File: src/rtl/riscv_div_serial_if.sv
// Request/response bundle between the EX stage and the serial divider.
// The master drives the operation and retire strobe; the divider answers with the result and stall.
interface riscv_div_serial_if #(
    parameter int WIDTH = 32
);
    logic             enable_i;
    logic [1:0]       operator_i;
    logic [WIDTH-1:0] op_a_i;
    logic [WIDTH-1:0] op_b_i;
    logic [WIDTH-1:0] result_o;
    logic             multicycle_o;
    logic             ready_o;
    logic             ex_ready_i;

    modport master (
        output enable_i, operator_i, op_a_i, op_b_i, ex_ready_i,
        input  result_o, multicycle_o, ready_o
    );

    modport slave (
        input  enable_i, operator_i, op_a_i, op_b_i, ex_ready_i,
        output result_o, multicycle_o, ready_o
    );
endinterface

File: src/rtl/riscv_div_serial.sv
// Radix-2 restoring divider for DIV/DIVU/REM/REMU: one quotient bit per cycle on
// magnitudes, with divide-by-zero and signed-overflow resolved at accept.
module riscv_div_serial #(
    parameter int WIDTH = 32
) (
    input  logic                clk,
    input  logic                rst_n,
    riscv_div_serial_if.slave   div_if
);
    localparam int CW = $clog2(WIDTH) + 1;
    localparam logic [WIDTH-1:0] MIN_NEG = {1'b1, {(WIDTH-1){1'b0}}};

    typedef enum logic [1:0] {
        IDLE   = 2'd0,
        DIVIDE = 2'd1,
        FINISH = 2'd2
    } state_t;

    state_t           r_state;
    state_t           w_state_nxt;
    logic [CW-1:0]    r_cnt;
    logic [WIDTH:0]   r_rem;
    logic [WIDTH-1:0] r_quo;
    logic [WIDTH-1:0] r_b_mag;
    logic [WIDTH-1:0] r_result;
    logic             r_sign_a;
    logic             r_sign_b;
    logic             r_rem_op;

    logic             w_ready;
    logic             w_sign_a;
    logic             w_sign_b;
    logic [WIDTH-1:0] w_abs_a;
    logic [WIDTH-1:0] w_abs_b;
    logic             w_div0;
    logic             w_ovf;
    logic [WIDTH+1:0] w_trial;
    logic             w_ge;
    logic [WIDTH-1:0] w_rem_lo;
    logic             w_rem_hi;
    logic [WIDTH-1:0] w_quo_nxt;
    logic [WIDTH-1:0] w_final;

    // Operand decode at accept; unsigned ops never carry a sign.
    assign w_sign_a = ~div_if.operator_i[0] & div_if.op_a_i[WIDTH-1];
    assign w_sign_b = ~div_if.operator_i[0] & div_if.op_b_i[WIDTH-1];
    assign w_abs_a  = w_sign_a ? (~div_if.op_a_i + 1'b1) : div_if.op_a_i;
    assign w_abs_b  = w_sign_b ? (~div_if.op_b_i + 1'b1) : div_if.op_b_i;
    assign w_div0   = (div_if.op_b_i == '0);
    assign w_ovf    = ~div_if.operator_i[0] && (div_if.op_a_i == MIN_NEG) && (div_if.op_b_i == '1);

    // One restoring step: shift quo MSB into rem, keep the trial difference when it is non-negative.
    assign w_trial   = {r_rem, r_quo[WIDTH-1]} - {2'b00, r_b_mag};
    assign w_ge      = ~w_trial[WIDTH+1];
    assign w_rem_lo  = w_ge ? w_trial[WIDTH-1:0] : {r_rem[WIDTH-2:0], r_quo[WIDTH-1]};
    assign w_rem_hi  = w_ge ? w_trial[WIDTH] : r_rem[WIDTH-1];
    assign w_quo_nxt = {r_quo[WIDTH-2:0], w_ge};

    // Remainder follows the dividend sign; quotient is negative when the signs differ.
    always_comb begin
        w_final = w_quo_nxt;
        if (r_rem_op) begin
            w_final = r_sign_a ? (~w_rem_lo + 1'b1) : w_rem_lo;
        end else if (r_sign_a ^ r_sign_b) begin
            w_final = ~w_quo_nxt + 1'b1;
        end
    end

    always_comb begin
        w_state_nxt = r_state;
        w_ready     = 1'b0;
        case (r_state)
            IDLE: begin
                w_ready = ~div_if.enable_i;
                if (div_if.enable_i) begin
                    w_state_nxt = (w_div0 || w_ovf) ? FINISH : DIVIDE;
                end
            end
            DIVIDE: begin
                if (r_cnt == CW'(1)) begin
                    w_state_nxt = FINISH;
                end
            end
            FINISH: begin
                w_ready = 1'b1;
                if (div_if.ex_ready_i) begin
                    w_state_nxt = IDLE;
                end
            end
            default: w_state_nxt = IDLE;
        endcase
    end

    always_ff @(posedge clk) begin
        if (!rst_n) begin
            r_state  <= IDLE;
            r_cnt    <= '0;
            r_rem    <= '0;
            r_quo    <= '0;
            r_b_mag  <= '0;
            r_result <= '0;
            r_sign_a <= 1'b0;
            r_sign_b <= 1'b0;
            r_rem_op <= 1'b0;
        end else begin
            r_state <= w_state_nxt;
            case (r_state)
                IDLE: begin
                    if (div_if.enable_i) begin
                        r_rem_op <= div_if.operator_i[1];
                        r_sign_a <= w_sign_a;
                        r_sign_b <= w_sign_b;
                        r_b_mag  <= w_abs_b;
                        r_quo    <= w_abs_a;
                        r_rem    <= '0;
                        r_cnt    <= CW'(WIDTH);
                        if (w_div0) begin
                            r_result <= div_if.operator_i[1] ? div_if.op_a_i : '1;
                        end else if (w_ovf) begin
                            r_result <= div_if.operator_i[1] ? '0 : MIN_NEG;
                        end
                    end
                end
                DIVIDE: begin
                    r_rem <= {w_rem_hi, w_rem_lo};
                    r_quo <= w_quo_nxt;
                    r_cnt <= r_cnt - CW'(1);
                    if (r_cnt == CW'(1)) begin
                        r_result <= w_final;
                    end
                end
                default: ;
            endcase
        end
    end

    assign div_if.result_o     = r_result;
    assign div_if.ready_o      = w_ready;
    assign div_if.multicycle_o = ~w_ready;
endmodule
File: src/flat_wrapper.sv
// flat-port wrapper written by rule: the top's interface ports become plain ports
module riscv_div_serial_flat 
#(
    parameter int WIDTH = 32
)
  (clk, rst_n, div_if_enable_i, div_if_operator_i, div_if_op_a_i, div_if_op_b_i, div_if_ex_ready_i, div_if_result_o, div_if_multicycle_o, div_if_ready_o);
  riscv_div_serial_if #(.WIDTH(WIDTH)) div_if_i ();
  input  logic clk;
  input  logic rst_n;
  input wire logic [$bits(div_if_i.enable_i)-1:0] div_if_enable_i;
  input wire logic [$bits(div_if_i.operator_i)-1:0] div_if_operator_i;
  input wire logic [$bits(div_if_i.op_a_i)-1:0] div_if_op_a_i;
  input wire logic [$bits(div_if_i.op_b_i)-1:0] div_if_op_b_i;
  input wire logic [$bits(div_if_i.ex_ready_i)-1:0] div_if_ex_ready_i;
  output wire logic [$bits(div_if_i.result_o)-1:0] div_if_result_o;
  output wire logic [$bits(div_if_i.multicycle_o)-1:0] div_if_multicycle_o;
  output wire logic [$bits(div_if_i.ready_o)-1:0] div_if_ready_o;
  assign div_if_i.enable_i = div_if_enable_i;
  assign div_if_i.operator_i = div_if_operator_i;
  assign div_if_i.op_a_i = div_if_op_a_i;
  assign div_if_i.op_b_i = div_if_op_b_i;
  assign div_if_i.ex_ready_i = div_if_ex_ready_i;
  assign div_if_result_o = div_if_i.result_o;
  assign div_if_multicycle_o = div_if_i.multicycle_o;
  assign div_if_ready_o = div_if_i.ready_o;
  riscv_div_serial #(.WIDTH(WIDTH)) u_core (.clk(clk), .rst_n(rst_n), .div_if(div_if_i));
endmodule
File: config.mk
export PLATFORM = sky130hd
export DESIGN_NAME = riscv_div_serial_flat
export DESIGN_NICKNAME = d
export VERILOG_FILES = /design/src/rtl/riscv_div_serial_if.sv /design/src/rtl/riscv_div_serial.sv /design/src/flat_wrapper.sv
export SDC_FILE = /design/constraint.sdc
export NUM_CORES = 1
export LEC_CHECK = 0
export CAP_MARGIN = 20
export CORE_MARGIN = 10
export CORE_UTILIZATION = 45
export DETAILED_ROUTE_END_ITERATION = 10
export PLACE_DENSITY = 0.77
export SLEW_MARGIN = 20
export SYNTH_ARGS = -nofsm -noshare
export SYNTH_HDL_FRONTEND = slang
export SYNTH_SLANG_ARGS = --single-unit
File: constraint.sdc
create_clock -name clk -period 7.4 [get_ports clk]
set_clock_uncertainty 0.1 [all_clocks]
set_input_delay 1.48 -clock clk [delete_from_list [all_inputs] [get_ports clk]]
set_output_delay 1.48 -clock clk [all_outputs]
set_load 0.02 [all_outputs]
* Word-level counts from Yosys, hierarchy flattened
Cells that the tools add are included.
Operators by class: div/mod/pow operators 0, add/sub/neg operators 6, reduce and logical (&&, ||, !) cells 10, $mul 0, shift operators 0, eq/ne operators 9, mux-type cells 26, bitwise operators 11, order comparisons 0
Operators by type and width (count):
- $mux 32 | 13
- $add 32x1->32 const B | 4
- $not 32->32 | 4
- $pmux 32 s2 | 2
- $pmux 33 s2 | 1
- $eq 32x32->1 const B | 2
- $sub 34x32->34 | 1
- $mux 33 | 1
- $logic_not 32->1 | 1
- $pmux 6 s2 | 1
- $mux 2 | 4
- $eq 6x1->1 const B | 1
- $mux 6 | 1
- $pmux 2 s3 | 1
- $sub 6x1->6 const B | 1
- $ne 2x2->1 const B | 2
- $not 1->1 | 4
- $reduce_and 2->1 | 2
- $reduce_and 4->1 | 1
- $ne 3x1->1 const B | 1
- $reduce_and 3->1 | 1
- $and 1x1->1 | 2
- $eq 2x1->1 const B | 1
- $eq 2x2->1 const B | 1
- 8 further kinds | 9
Storage, ports and cells: RAM bits 0, latch bits 0, register bits 140, ROM bits 0, output and inout port bits 34, memories 0, bits of input ports 70

* Longest topological paths before layout
depth after elaboration 8, mapped depth 24, gate-level depth less buffers 21

* Least setup slack after synthesis
OpenSTA, ideal clock, no wires.
path type flip-flop to flip-flop, from register u_core.r_rem[11], to register u_core.r_result[28] (netlist: u_core.div_if.result_o[28]), path buffers 3, data arrival time 4.617 ns, period minus slack after synthesis 4.851 ns, cell stages (with the launch flop) 24, required time 7.166 ns, setup slack 2.549 ns, cells stage by stage dfxtp_1 > ha_1 > buf_2 > and4_1 > nand3_1 > or4_1 > a21oi_2 > o31a_1 > nor2_1 > inv_1 > clkbuf_1 > clkbuf_1 > ha_1 > nor3b_1 > nand3_1 > nor3_1 > nand2_1 > nor2_1 > a21oi_1 > xor2_1 > o21ai_0 > nor2b_1 > mux2i_1 > o211ai_1
Between the ends: longest elaborated chain between the ends 8, elaborated cells between the ends (all ways) 12, those cells by class add/sub: 3; mux: 6; bitwise: 3
RTL lines:
- start, declared | line riscv_div_serial.sv:22 | logic [WIDTH:0] r_rem;
- start signal, assigned | line riscv_div_serial.sv:125 | r_rem <= {w_rem_hi, w_rem_lo};
- $sub 34x32->34 | line riscv_div_serial.sv:53 | assign w_trial = {r_rem, r_quo[WIDTH-1]} - {2'b00, r_b_mag};
- $mux 32 / $not 1->1 (equally long branches) | line riscv_div_serial.sv:55, riscv_div_serial.sv:54
- $not 32->32 (on tied branches) | line riscv_div_serial.sv:63, riscv_div_serial.sv:65
- $add 32x1->32 (on tied branches) | line riscv_div_serial.sv:63, riscv_div_serial.sv:65
- $mux 32 (on tied branches) | line riscv_div_serial.sv:63, riscv_div_serial.sv:64
- $mux 32 (*) | line riscv_div_serial.sv:62 | if (r_rem_op) begin
- $mux 32 (*) | line riscv_div_serial.sv:128 | if (r_cnt == CW'(1)) begin
- $pmux 32 s2 (*) | line riscv_div_serial.sv:107 | case (r_state)
- end signal, assigned | line riscv_div_serial.sv:118 | r_result <= div_if.operator_i[1] ? div_if.op_a_i : '1;
- end signal, assigned | line riscv_div_serial.sv:120 | r_result <= div_if.operator_i[1] ? '0 : MIN_NEG;
- end signal, assigned | line riscv_div_serial.sv:129 | r_result <= w_final;
- end, declared | line riscv_div_serial.sv:25 | logic [WIDTH-1:0] r_result;
Every way passes the cells marked *; elsewhere a longest branch is shown, timed or not. The select of a mux whose other input is x is not followed. A chain may end at the register's enable or synchronous reset.

* Worst setup path in the final report
from input port div_if_op_a_i[0], to register u_core.r_result[28] (netlist: u_core.div_if.result_o[28])
Between the ends: longest elaborated chain between the ends 5
RTL lines:
- start, declared | line flat_wrapper.sv:12 | input wire logic [$bits(div_if_i.op_a_i)-1:0] div_if_op_a_i;
- $eq 32x32->1 | line riscv_div_serial.sv:50 | assign w_ovf = ~div_if.operator_i[0] && (div_if.op_a_i == MIN_NEG) && (div_if.op_b_i == '1);
- $logic_and 1x1->1 (2 in a row) | line riscv_div_serial.sv:50
- $ne 3x1->1 (no source line)
- $reduce_and 4->1 (no source line)
Every way passes these cells.

==> flow_summary.toml <==
[worst_setup_path]
critPathSlowestCell = "nor4_1"
r2r_cells = 20
rr_endpoint = "u_core.div_if.result_o[18]$_SDFFE_PN0P_"
reg2reg_from = "u_core.r_b_mag[18]$_SDFFE_PN0P_"
crit_path_frequent_cell = "nor4_1"
arrival_ns = 5.98
cp_max_fo = 31
crit_type = "primary input to flip-flop"
r2r_setup_slack_ns = 1.81
cp_slowest_stage_delay_ns = 0.72
worst_setup_path_end_kind = "flip-flop"
worstSetupStartpointType = "primary input"
path_cells = "clkdlybuf4s50_1 -> inv_1 -> ha_1 -> or3b_2 -> nor4_1 -> nand4b_1 -> nor4_1 -> o21ai_1 -> a21o_1 -> buf_4 -> nor3_1 -> o21ai_0 -> nor2b_1 -> mux2i_1 -> o211ai_1"
cp.required_ns = 7.65

[yosys]
synth.distinct_cells = 86
syn_area_um2 = 11600
synth-edff-count = 0
synth_top_flop_cell = "dfxtp_1"
synth_nets = 1702
yosys.area.top_type = "dfxtp_1"
synth-seq-area-share_pct = 24.3
synthArstFlopShare_pct = 0
synth.area.top_cells = "dfxtp_1 24%, nor2_1 6.4%, a21oi_1 5.2%"
avgSynthCellArea_um2 = 7.26
yosysTopAreaCellShare_pct = 24.3
ys_ff_latch = 140
ys_warn_count = 0
syn-instance-count = 1592

[grt]
use_met3_pct = 4.66
track_usage_pct = 24.7
globalRouteOverflowTotal = 0
grt_pass1_wl_um = 66100
use_met1_pct = 33.7
grt-busiest-layer = "met2"
grt_pass1_vias = 11800
grt_max_degree = 73
grt_antenna_before_repair = 1
grtUsageMet2_pct = 37.6

[route]
vias = 12800
drtIter0Drc = 1850
drc_errors = 0
routed_via_density = 6.48
firstDrtPassIters = 8
wl_um = 41900
wl_per_cell_um = 21.3
drtAntennaViolNets = 0

[clock_tree]
ctsHoldBuffers = 0
cts.clk_slew.worst_paths_ns = 0.06
cts_root_buf = "clkbuf_16"
cts_setup_buffers = 0
cts_tree = "yes"
clock-sinks = 140
cts-buffers-inserted = 17
clock_latency_ns = 0.44
htreeDepth = 4
clockBufferDepth = 2
cts_resized = 0

[worst_hold_path]
whs_path_depth = 2
hp-class = "flip-flop to flip-flop"
hold_start = "u_core.r_b_mag[22]$_SDFFE_PN0P_"
min_to = "u_core.r_b_mag[22]$_SDFFE_PN0P_"

[floorplanning]
die_w_um = 180
dieArea_um2 = 32500
die_h_um = 180
rows = 58
initial_core_util_pct = 45.7
core_area_um2 = 25300
ios = 104

[timing]
slew_headroom_pct = 27.8
setup_viol = 0
post-route-min-period_ns = 5.73
tns_ns = 0
worst_slew_pin_slew_ns = 1.08
slew_violations = 0
hold_viol = 0
grt_setup_unrepaired = "false"
min_period_over_period_pct = 77.4
timing.fmax_mhz = 175

[finish]
final_cell_area_um2 = 13400
final_util_pct = 52.9
layout_commonest_cell = "nor2_1"
area_growth_pct = 15.6
layout_common_cells = "194 x nor2_1, 145 x nand2_1, 140 x dfxtp_1"
drive_gt1_share_pct = 5.30
num-nets-final = 1740

[power]
power_density_nw_per_um2 = 570
ir_worst_vdd_v = 0.000477
p_leak_nw = 4.91

[place]
dp_hpwl_um = 31200
io_buffers = 103
place_congestion = 0.950
dpl_cell_area_um2 = 12800

[run_status]
status = "finished, final reports clean"

[flow_run]
cap_violations = 0
[layout make-up]
| class | instances | area, um2 |
|---|---|---|
| fillers | 2465 | 11900 |
| inverters | 59 | 223 |
| flip-flops and latches | 140 | 2800 |
| repair buffers | 121 | 1170 |
| well taps | 330 | 413 |
| diodes | 1 | 2.50 |
| clock inverters | 14 | 161 |
| multi-input cells | 1291 | 8160 |
| clock buffers | 17 | 425 |
[sequential cells by signal (all words and copies together), names as in the netlist]
signal                  flops
u_core.r_cnt                6
u_core.div_if.result_o     32
u_core.r_quo               32
u_core.r_state              2
u_core.r_rem_op             1
u_core.r_sign_a             1
u_core.r_rem               33
u_core.r_b_mag             32
u_core.r_sign_b             1
[metrics by stage]
step	setup slack, ns	power [mW]	hold WS [ns]	instances
after CTS	1.78	7.42	0.357	1971
final	1.67	7.61	0.355	1973
after global routing	1.32	8.09	0.385	1973
after detailed placement	1.33	6.50	0.349	1940
after floorplan	2.55	5.09	0.332	1592
after global placement	1.55	6.46	0.340	1940
[critical path: cells and delay by family]
| family | cells | cell delay [ns] |
|---|---|---|
| and+or+nand+nor | 6 | 2.68 |
| AOI/OAI and AO/OA | 4 | 0.75 |
| buffers and inverters | 3 | 0.81 |
| muxes | 1 | 0.08 |
| adders and majority gates | 1 | 0.15 |
[worst max path at each step]
stage / from / end / slack (ns) / depth (start not counted)
detailed placement: div_if_op_a_i[0] / u_core.div_if.result_o[28]$_SDFFE_PN0P_ / 1.33 / 15
global placement: div_if_op_a_i[0] / u_core.div_if.result_o[28]$_SDFFE_PN0P_ / 1.55 / 15
floorplan: u_core.r_rem[11]$_SDFFE_PN0P_ / u_core.div_if.result_o[28]$_SDFFE_PN0P_ / 2.55 / 23
CTS: div_if_op_a_i[0] / u_core.div_if.result_o[28]$_SDFFE_PN0P_ / 1.78 / 15
global route: u_core.r_b_mag[16]$_SDFFE_PN0P_ / u_core.div_if.result_o[28]$_SDFFE_PN0P_ / 1.32 / 22
finish: div_if_op_a_i[0] / u_core.div_if.result_o[28]$_SDFFE_PN0P_ / 1.67 / 15
[Yosys cell counts (17+ instances only)]
master    count
nor2_1      197
nand2_1     145
dfxtp_1     140
a21oi_1     121
o21ai_0     121
clkbuf_1     80
xor2_1       66
xnor2_1      63
inv_1        57
nor3_1       48
ha_1         39
a211oi_1     35
nand3_1      31
o31ai_1      29
a222oi_1     28
a31oi_1      22
or3_1        22
a21o_1       21
a22oi_1      20
nor4_1       19
nand4_1      17
or4_1        17
[routing by layer]
layer  part of all wire [%]  vias up
li1                       -     5958
met3                    9.4       88
met2                     45      710
met1                     43     6021
met5                      0        -
met4                    3.0        0
[where the power goes]
part | total [mW] | internal [mW] | switching (mW)
sequential | 1.02 | 0.861 | 0.155
combinational | 5.72 | 2.03 | 3.68
clock | 0.874 | 0.502 | 0.372
[cell families (layout without fill, tap and decap cells)]
| group | count (synthesis) | after routing | synth area share [%] |
|---|---|---|---|
| xor gates and xnor gates | 129 | 129 | 9.78 |
| other | 0 | 1 | 0 |
| adders and majority gates | 40 | 40 | 4.40 |
| muxes | 27 | 27 | 2.56 |
| DFF | 140 | 140 | 24.3 |
| AOI/OAI and AO/OA | 510 | 510 | 29.2 |
| buffers and inverters | 161 | 211 | 5.41 |
| and+or+nand+nor | 585 | 585 | 24.4 |
No activity file was read; power rests on OpenSTA's default activity.
